--- src/rtl/banked_mem_pkg.sv ---
`default_nettype none
// ============================================================================
// Module   : banked_mem_pkg
// Brief    : Shared types, field-offset helpers and ROM generator function
//            for the banked ROM/RAM memory.
// Revision : 1.0 - initial release
// ============================================================================
package banked_mem_pkg;

    typedef enum logic [0:0] {
        ST_INIT = 1'b0,
        ST_RUN  = 1'b1
    } state_t;

    localparam int DEF_DATA_W     = 8;
    localparam int DEF_WORD_W     = 3;
    localparam int DEF_BANK_SEL_W = 3;

    // Address layout is {region, bank, word}, LSB first.
    localparam int WORD_LSB   = 0;
    localparam int BANK_LSB   = WORD_LSB + DEF_WORD_W;
    localparam int REGION_BIT = BANK_LSB + DEF_BANK_SEL_W;

    function automatic int bank_lsb(input int word_w);
        return WORD_LSB + word_w;
    endfunction

    function automatic int region_bit(input int word_w, input int bank_sel_w);
        return WORD_LSB + word_w + bank_sel_w;
    endfunction

    // 0-based Fibonacci: 1,1,2,3,5,... (wraps modulo 2**32).
    function automatic int unsigned fib(input int unsigned k);
        int unsigned a;
        int unsigned b;
        int unsigned t;
        a = 1;
        b = 1;
        for (int unsigned i = 0; i < k; i++) begin
            t = a + b;
            a = b;
            b = t;
        end
        return a;
    endfunction

endpackage
`default_nettype wire

--- src/rtl/banked_mem_bank.sv ---
`default_nettype none
// ============================================================================
// Module   : banked_mem_bank
// Brief    : One RAM bank: synchronous write with enable, asynchronous read.
// Revision : 1.0 - initial release
// ============================================================================
module banked_mem_bank #(
    parameter int DATA_W = 8,
    parameter int WORD_W = 3
) (
    input  logic              clk,
    input  logic              we,
    input  logic [WORD_W-1:0] waddr,
    input  logic [DATA_W-1:0] wdata,
    input  logic [WORD_W-1:0] raddr,
    output logic [DATA_W-1:0] rdata
);

    logic [DATA_W-1:0] r_mem [2**WORD_W];

    always_ff @(posedge clk) begin
        if (we) begin
            r_mem[waddr] <= wdata;
        end
    end

    assign rdata = r_mem[raddr];

endmodule
`default_nettype wire

--- src/rtl/banked_mem.sv ---
`default_nettype none
// ============================================================================
// Module   : banked_mem
// Brief    : Unified ROM/RAM banked memory with valid/ready request port,
//            fixed 2-cycle response pipeline and post-reset RAM clear.
//            BANKED_MEM_INIT_EN enables the RAM clear sweep after reset.
// Revision : 1.0 - initial release
// ============================================================================
module banked_mem
    import banked_mem_pkg::*;
#(
    parameter  int DATA_W     = DEF_DATA_W,
    parameter  int WORD_W     = DEF_WORD_W,
    parameter  int BANK_SEL_W = DEF_BANK_SEL_W,
    localparam int ADDR_W     = 1 + BANK_SEL_W + WORD_W
) (
    input  logic              clk,
    input  logic              rst,
    input  logic              req_valid,
    output logic              req_ready,
    input  logic              req_we,
    input  logic [ADDR_W-1:0] req_addr,
    input  logic [DATA_W-1:0] req_wdata,
    output logic              rsp_valid,
    output logic [DATA_W-1:0] rsp_rdata,
    output logic              rsp_err,
    output logic              init_done
);

    localparam int C_BANKS      = 2**BANK_SEL_W;
    localparam int C_WORDS      = 2**WORD_W;
    localparam int C_BANK_LSB   = bank_lsb(WORD_W);
    localparam int C_REGION_BIT = region_bit(WORD_W, BANK_SEL_W);

    state_t              r_state;
    logic                r_run;
    logic                r_s1_valid;
    logic                r_s1_we;
    logic [ADDR_W-1:0]   r_s1_addr;
    logic [DATA_W-1:0]   r_s1_wdata;
    logic                r_rsp_valid;
    logic [DATA_W-1:0]   r_rsp_rdata;
    logic                r_rsp_err;

    logic                w_accept;
    logic [WORD_W-1:0]   w_s1_word;
    logic [BANK_SEL_W-1:0] w_s1_bank;
    logic                w_s1_region;
    logic                w_run_we;
    logic                w_init_we;
    logic [WORD_W-1:0]   w_wr_addr;
    logic [DATA_W-1:0]   w_wr_data;
    logic [DATA_W-1:0]   w_rd_data;
    logic [DATA_W-1:0]   w_bank_rdata [C_BANKS];
    logic [DATA_W-1:0]   w_rom [C_BANKS][C_WORDS];

`ifdef BANKED_MEM_INIT_EN
    logic [WORD_W-1:0]   r_init_cnt;
`endif

    // ------------------------------------------------------------------------
    // Sequencer: INIT sweeps every RAM word to zero, then RUN forever.
    // ------------------------------------------------------------------------
    always_ff @(posedge clk) begin
        if (rst) begin
            r_state <= ST_INIT;
            r_run   <= 1'b0;
`ifdef BANKED_MEM_INIT_EN
            r_init_cnt <= '0;
`endif
        end else begin
            case (r_state)
                ST_INIT: begin
`ifdef BANKED_MEM_INIT_EN
                    r_init_cnt <= r_init_cnt + WORD_W'(1);
                    if (r_init_cnt == {WORD_W{1'b1}}) begin
                        r_state <= ST_RUN;
                        r_run   <= 1'b1;
                    end
`else
                    r_state <= ST_RUN;
                    r_run   <= 1'b1;
`endif
                end
                ST_RUN: begin
                    r_run <= 1'b1;
                end
                default: begin
                    r_state <= ST_INIT;
                    r_run   <= 1'b0;
                end
            endcase
        end
    end

    assign req_ready = r_run;
    assign init_done = r_run;
    assign w_accept  = req_valid & r_run;

    // ------------------------------------------------------------------------
    // Stage 1: capture the accepted request.
    // ------------------------------------------------------------------------
    always_ff @(posedge clk) begin
        if (rst) begin
            r_s1_valid <= 1'b0;
        end else begin
            r_s1_valid <= w_accept;
        end
    end

    always_ff @(posedge clk) begin
        if (w_accept) begin
            r_s1_we    <= req_we;
            r_s1_addr  <= req_addr;
            r_s1_wdata <= req_wdata;
        end
    end

    assign w_s1_word   = r_s1_addr[WORD_LSB +: WORD_W];
    assign w_s1_bank   = r_s1_addr[C_BANK_LSB +: BANK_SEL_W];
    assign w_s1_region = r_s1_addr[C_REGION_BIT];

    // Gated by rst so a write caught in flight at reset is never committed.
    assign w_run_we = r_s1_valid & r_s1_we & w_s1_region & ~rst;

`ifdef BANKED_MEM_INIT_EN
    assign w_init_we = (r_state == ST_INIT) & ~rst;
    assign w_wr_addr = w_init_we ? r_init_cnt : w_s1_word;
    assign w_wr_data = w_init_we ? '0 : r_s1_wdata;
`else
    assign w_init_we = 1'b0;
    assign w_wr_addr = w_s1_word;
    assign w_wr_data = r_s1_wdata;
`endif

    // ------------------------------------------------------------------------
    // RAM banks and elaboration-time ROM table.
    // ------------------------------------------------------------------------
    generate
        for (genvar b = 0; b < C_BANKS; b++) begin : g_bank
            logic w_we;
            assign w_we = w_init_we | (w_run_we & (w_s1_bank == BANK_SEL_W'(b)));

            banked_mem_bank #(
                .DATA_W (DATA_W),
                .WORD_W (WORD_W)
            ) u_bank (
                .clk   (clk),
                .we    (w_we),
                .waddr (w_wr_addr),
                .wdata (w_wr_data),
                .raddr (w_s1_word),
                .rdata (w_bank_rdata[b])
            );
        end

        for (genvar rb = 0; rb < C_BANKS; rb++) begin : g_rom_bank
            for (genvar rw = 0; rw < C_WORDS; rw++) begin : g_rom_word
                localparam int unsigned C_VAL = fib(rw) + rb;
                assign w_rom[rb][rw] = C_VAL[DATA_W-1:0];
            end
        end
    endgenerate

    // ------------------------------------------------------------------------
    // Stage 2: RAM read sees all writes committed at earlier edges.
    // ------------------------------------------------------------------------
    always_comb begin
        w_rd_data = '0;
        if (r_s1_valid && !r_s1_we) begin
            if (w_s1_region) begin
                w_rd_data = w_bank_rdata[w_s1_bank];
            end else begin
                w_rd_data = w_rom[w_s1_bank][w_s1_word];
            end
        end
    end

    always_ff @(posedge clk) begin
        if (rst) begin
            r_rsp_valid <= 1'b0;
            r_rsp_rdata <= '0;
            r_rsp_err   <= 1'b0;
        end else begin
            r_rsp_valid <= r_s1_valid;
            r_rsp_rdata <= w_rd_data;
            r_rsp_err   <= r_s1_valid & r_s1_we & ~w_s1_region;
        end
    end

    assign rsp_valid = r_rsp_valid;
    assign rsp_rdata = r_rsp_rdata;
    assign rsp_err   = r_rsp_err;

endmodule
`default_nettype wire

--- config.mk ---
export PLATFORM = sky130hd
export DESIGN_NAME = banked_mem
export DESIGN_NICKNAME = d
export VERILOG_FILES = /design/src/rtl/banked_mem_pkg.sv /design/src/rtl/banked_mem_bank.sv /design/src/rtl/banked_mem.sv
export SDC_FILE = /design/constraint.sdc
export NUM_CORES = 1
export LEC_CHECK = 0
export CAP_MARGIN = 25
export CORE_MARGIN = 2
export CORE_UTILIZATION = 68
export DETAILED_ROUTE_END_ITERATION = 12
export DONT_BUFFER_PORTS = 1
export GPL_ROUTABILITY_DRIVEN = 0
export PLACE_DENSITY = 0.84
export SKIP_CTS_REPAIR_TIMING = 1
export SYNTH_ARGS = -nofsm -noshare
export SYNTH_HDL_FRONTEND = slang
export SYNTH_HIERARCHICAL = 1
export SYNTH_SLANG_ARGS = --single-unit
--- constraint.sdc ---
create_clock -name clk -period 8.63 [get_ports clk]
set_input_delay 1.2945 -clock clk [delete_from_list [all_inputs] [get_ports clk]]
set_output_delay 1.2945 -clock clk [all_outputs]
set_load 0.005 [all_outputs]
==> out/metrics.csv <==
stage,metric,value,unit
logic_synthesis,ys.flop_type,edfxtp_1,
critical_path,critical_path_peak_fanout,8,
critical_path,cp-start-kind,input pin,
outcome,status,"finished, final reports clean",
timing,tns,0,ps
logic_synthesis,yosysMostFrequentCell,edfxtp_1,
grt,grt_max_degree,179,
power_and_ir_drop,max-vdd-ir-drop,245.8,uV
critical_path,path_cells,nor2b_1 > nand3_1 > nor2_1 > and2_1 > nand2_1 > nor3_1,
routing,antenna_left,0,
logic_synthesis,synth_area_leaders,"edfxtp_1 (72%), mux4_1 (15%), mux2_2 (3.3%)",
floorplan,ioPinCount,31,
cells_and_area,nets,1047,
clock_network,clkTransAtPathRegs,60,ps
timing,hold_viol_final,0,
critical_path,r2r-end,g_bank[4].u_bank/r_mem[4][5]$_DFFE_PP_,
logic_synthesis,synthDistinctLibCells,41,
grt,antenna_found_initial,1,
logic_synthesis,yosys.area.top_type_share,72.00,%
floorplan,start_util,69.43,%
critical_path,crit_type,input pin to flop,
timing,worst_pin_slew,1121,ps
timing,fin_skew,10.81,ps
routing,dr_total_vias,10052,
logic_synthesis,seq_area_frac_synth,73.09,%
clock_network,clockBufferDepth,3,
routing,first_iter_violations,1258,
floorplan,die-area,0.03384,mm2
critical_path,r2r_start,r_s1_addr[5]$_DFFE_PP_,
routing,first_pass_iters,5,
logic_synthesis,ys_ff_latch,540,
logic_synthesis,synth_area,0.02202,mm2
floorplan,die_w,184.0,um
cells_and_area,nFillCells,1625,
floorplan,die_h,184.0,um
critical_path,critPathMaxStageDelay,880,ps
critical_path,reg2reg_depth,5,
place,port_buffers,0,
routing,viasPerCell,6.880,
min_path,hp-start,r_s1_valid$_SDFF_PP0_,
logic_synthesis,synthTopCellsByCount,"edfxtp_1 (528), mux4_1 (125), mux2_2 (64), nor2_1 (51), nand2_1 (31)",
power_and_ir_drop,p_per_area,219.9,mW/mm2
clock_network,clkLatencyLatePin,570,ps
floorplan,fp.coreArea,0.03172,mm2
critical_path,crit_arrival,3670,ps
critical_path,critPathRequiredTime,8810,ps
logic_synthesis,synth_edf_count,528,
timing,final-setup-viol-count,0,
place,dpl-instance-area,0.02220,mm2
clock_network,cts-buffers-inserted,51,
cells_and_area,postLayoutCellArea,0.02393,mm2
timing,fmax,0.2865,GHz
timing,finalCritPeriodShare,40.45,%
logic_synthesis,syn_avg_cell_area,22.22,um2
timing,slew_headroom,25.27,%
routing,avgRoutedWirePerCell,29.02,um
clock_network,root_buffer,clkbuf_16,
critical_path,crit_path_end_kind,flop,
logic_synthesis,yosys_warnings,6,
power_and_ir_drop,power,5.263,mW
place,dp_hpwl,23.07,mm
grt,grt_pass1_wl,61.73,mm
timing,drv_slew,0,
min_path,holdPathStages,1,
logic_synthesis,synth_fp_nets,1019,
logic_synthesis,synthCells,991,
critical_path,cpMaxStageDelayCell,nor3_1,
logic_synthesis,async_reset_ff_share,0,%
logic_synthesis,yosys.area.top_type,edfxtp_1,
clock_network,cts_tree,done,
critical_path,regToRegSetupSlack,5190,ps
clock_network,numClockSinks,540,
cells_and_area,area_delta_synth_final,8.682,%
clock_network,cts-htree-levels,2,
floorplan,core.rowCount,65,
cells_and_area,fin_util,75.46,%
power_and_ir_drop,leakage,7.866,nW
grt,track_usage,25.63,%
min_path,hold_class,flop to flop,
timing,finalCriticalPeriod,3490,ps
job,cap_violations,0,
grt,grt-ovfl-total,0,
min_path,min_to,rsp_valid$_SDFF_PP0_,
grt,grt_pass1_vias,9821,
timing,rsz0062_at_grt,no,
cells_and_area,drive_gt1_share,17.49,%
routing,drc,0,
routing,wirelength,42.40,mm
[critical path: cells and delay by family]
kind             cells  cell delay [ps]
and+or+nand+nor      6             2370
[routing by layer]
metal / wire length, um / GRT usage (%) / vias up
met4: 1429 / 9.248 / 2
met1: 16100 / 35.13 / 5170
li1: - / - / 4271
met2: 21380 / 42.42 / 525
met5: 21 / 0.8889 / -
met3: 3465 / 4.398 / 84
[flip-flops by register name, indices dropped and copies added (netlist names)]
name	cells
rsp_rdata	8
r_s1_wdata	8
rsp_err	1
r_s1_addr	7
g_bank.u_bank/r_mem	512
r_s1_valid	1
r_s1_we	1
init_done	1
rsp_valid	1
[logic make-up after synthesis]
kind of cell             synth area share, %
flip-flops                             73.09
AND/OR/NAND/NOR                        3.182
XOR/XNOR                             0.03978
buffers and inverters                  2.125
adder cells (fa/ha/maj)               0.5114
multiplexers                           20.22
AO/OA/AOI/OAI                         0.8296
[layout by cell type, fill, tap and decap left out, drive strengths merged, types with 4 or more instances in the layout]
master	n
a21oi	7
and2	10
buf	21
bufinv	6
clkbuf	66
clkinv	22
dfxtp	12
edfxtp	528
ha	9
inv	6
mux2	64
mux4	144
nand2	31
nand2b	28
nor2	51
nor3	18
o21ai	4
[where the power goes]
part | internal, mW | switching [mW]
clock | 1.30 | 0.913
combinational | 0.0736 | 0.103
sequential | 2.87 | 0.00714
[final cells by class]
type                            instances  area, um2  area share [%]
Multi-Input combinational cell        394       5458           22.80
Inverter                                6      22.52         0.09410
Clock buffer                           61       1356           5.667
Tap cell                              402      503.0           2.102
Antenna cell                            1      2.502         0.01046
Clock inverter                         31      302.8           1.265
Sequential cell                       540      16100           67.25
Timing Repair Buffer                   26      192.7          0.8051
[how the worst max path moves through the flow]
| stage | start | cells after the start | slack (ps) | to |
|---|---|---|---|---|
| floorplan | r_s1_addr[0]$_DFFE_PP_ | 8 | 5490 | rsp_rdata[3]$_SDFF_PP0_ |
| finish | rst | 6 | 5140 | g_bank[4].u_bank/r_mem[4][5]$_DFFE_PP_ |
| global placement | rst | 6 | 4700 | g_bank[2].u_bank/r_mem[4][7]$_DFFE_PP_ |
| global route | rst | 6 | 5020 | g_bank[4].u_bank/r_mem[4][7]$_DFFE_PP_ |
| detailed placement | rst | 6 | 4660 | g_bank[0].u_bank/r_mem[4][0]$_DFFE_PP_ |
| CTS | rst | 6 | 5120 | g_bank[2].u_bank/r_mem[4][7]$_DFFE_PP_ |
[stage by stage]
step                worst slack, ps  instances  hold WS, ps
global route                   5020       1460        612.6
CTS                            5121       1447        587.1
finish                         5140       1461        614.4
global placement               4703       1355        564.9
detailed placement             4657       1355        565.6
floorplan                      5486        991        479.6
Note: power is estimated with default switching activity, not from simulation.
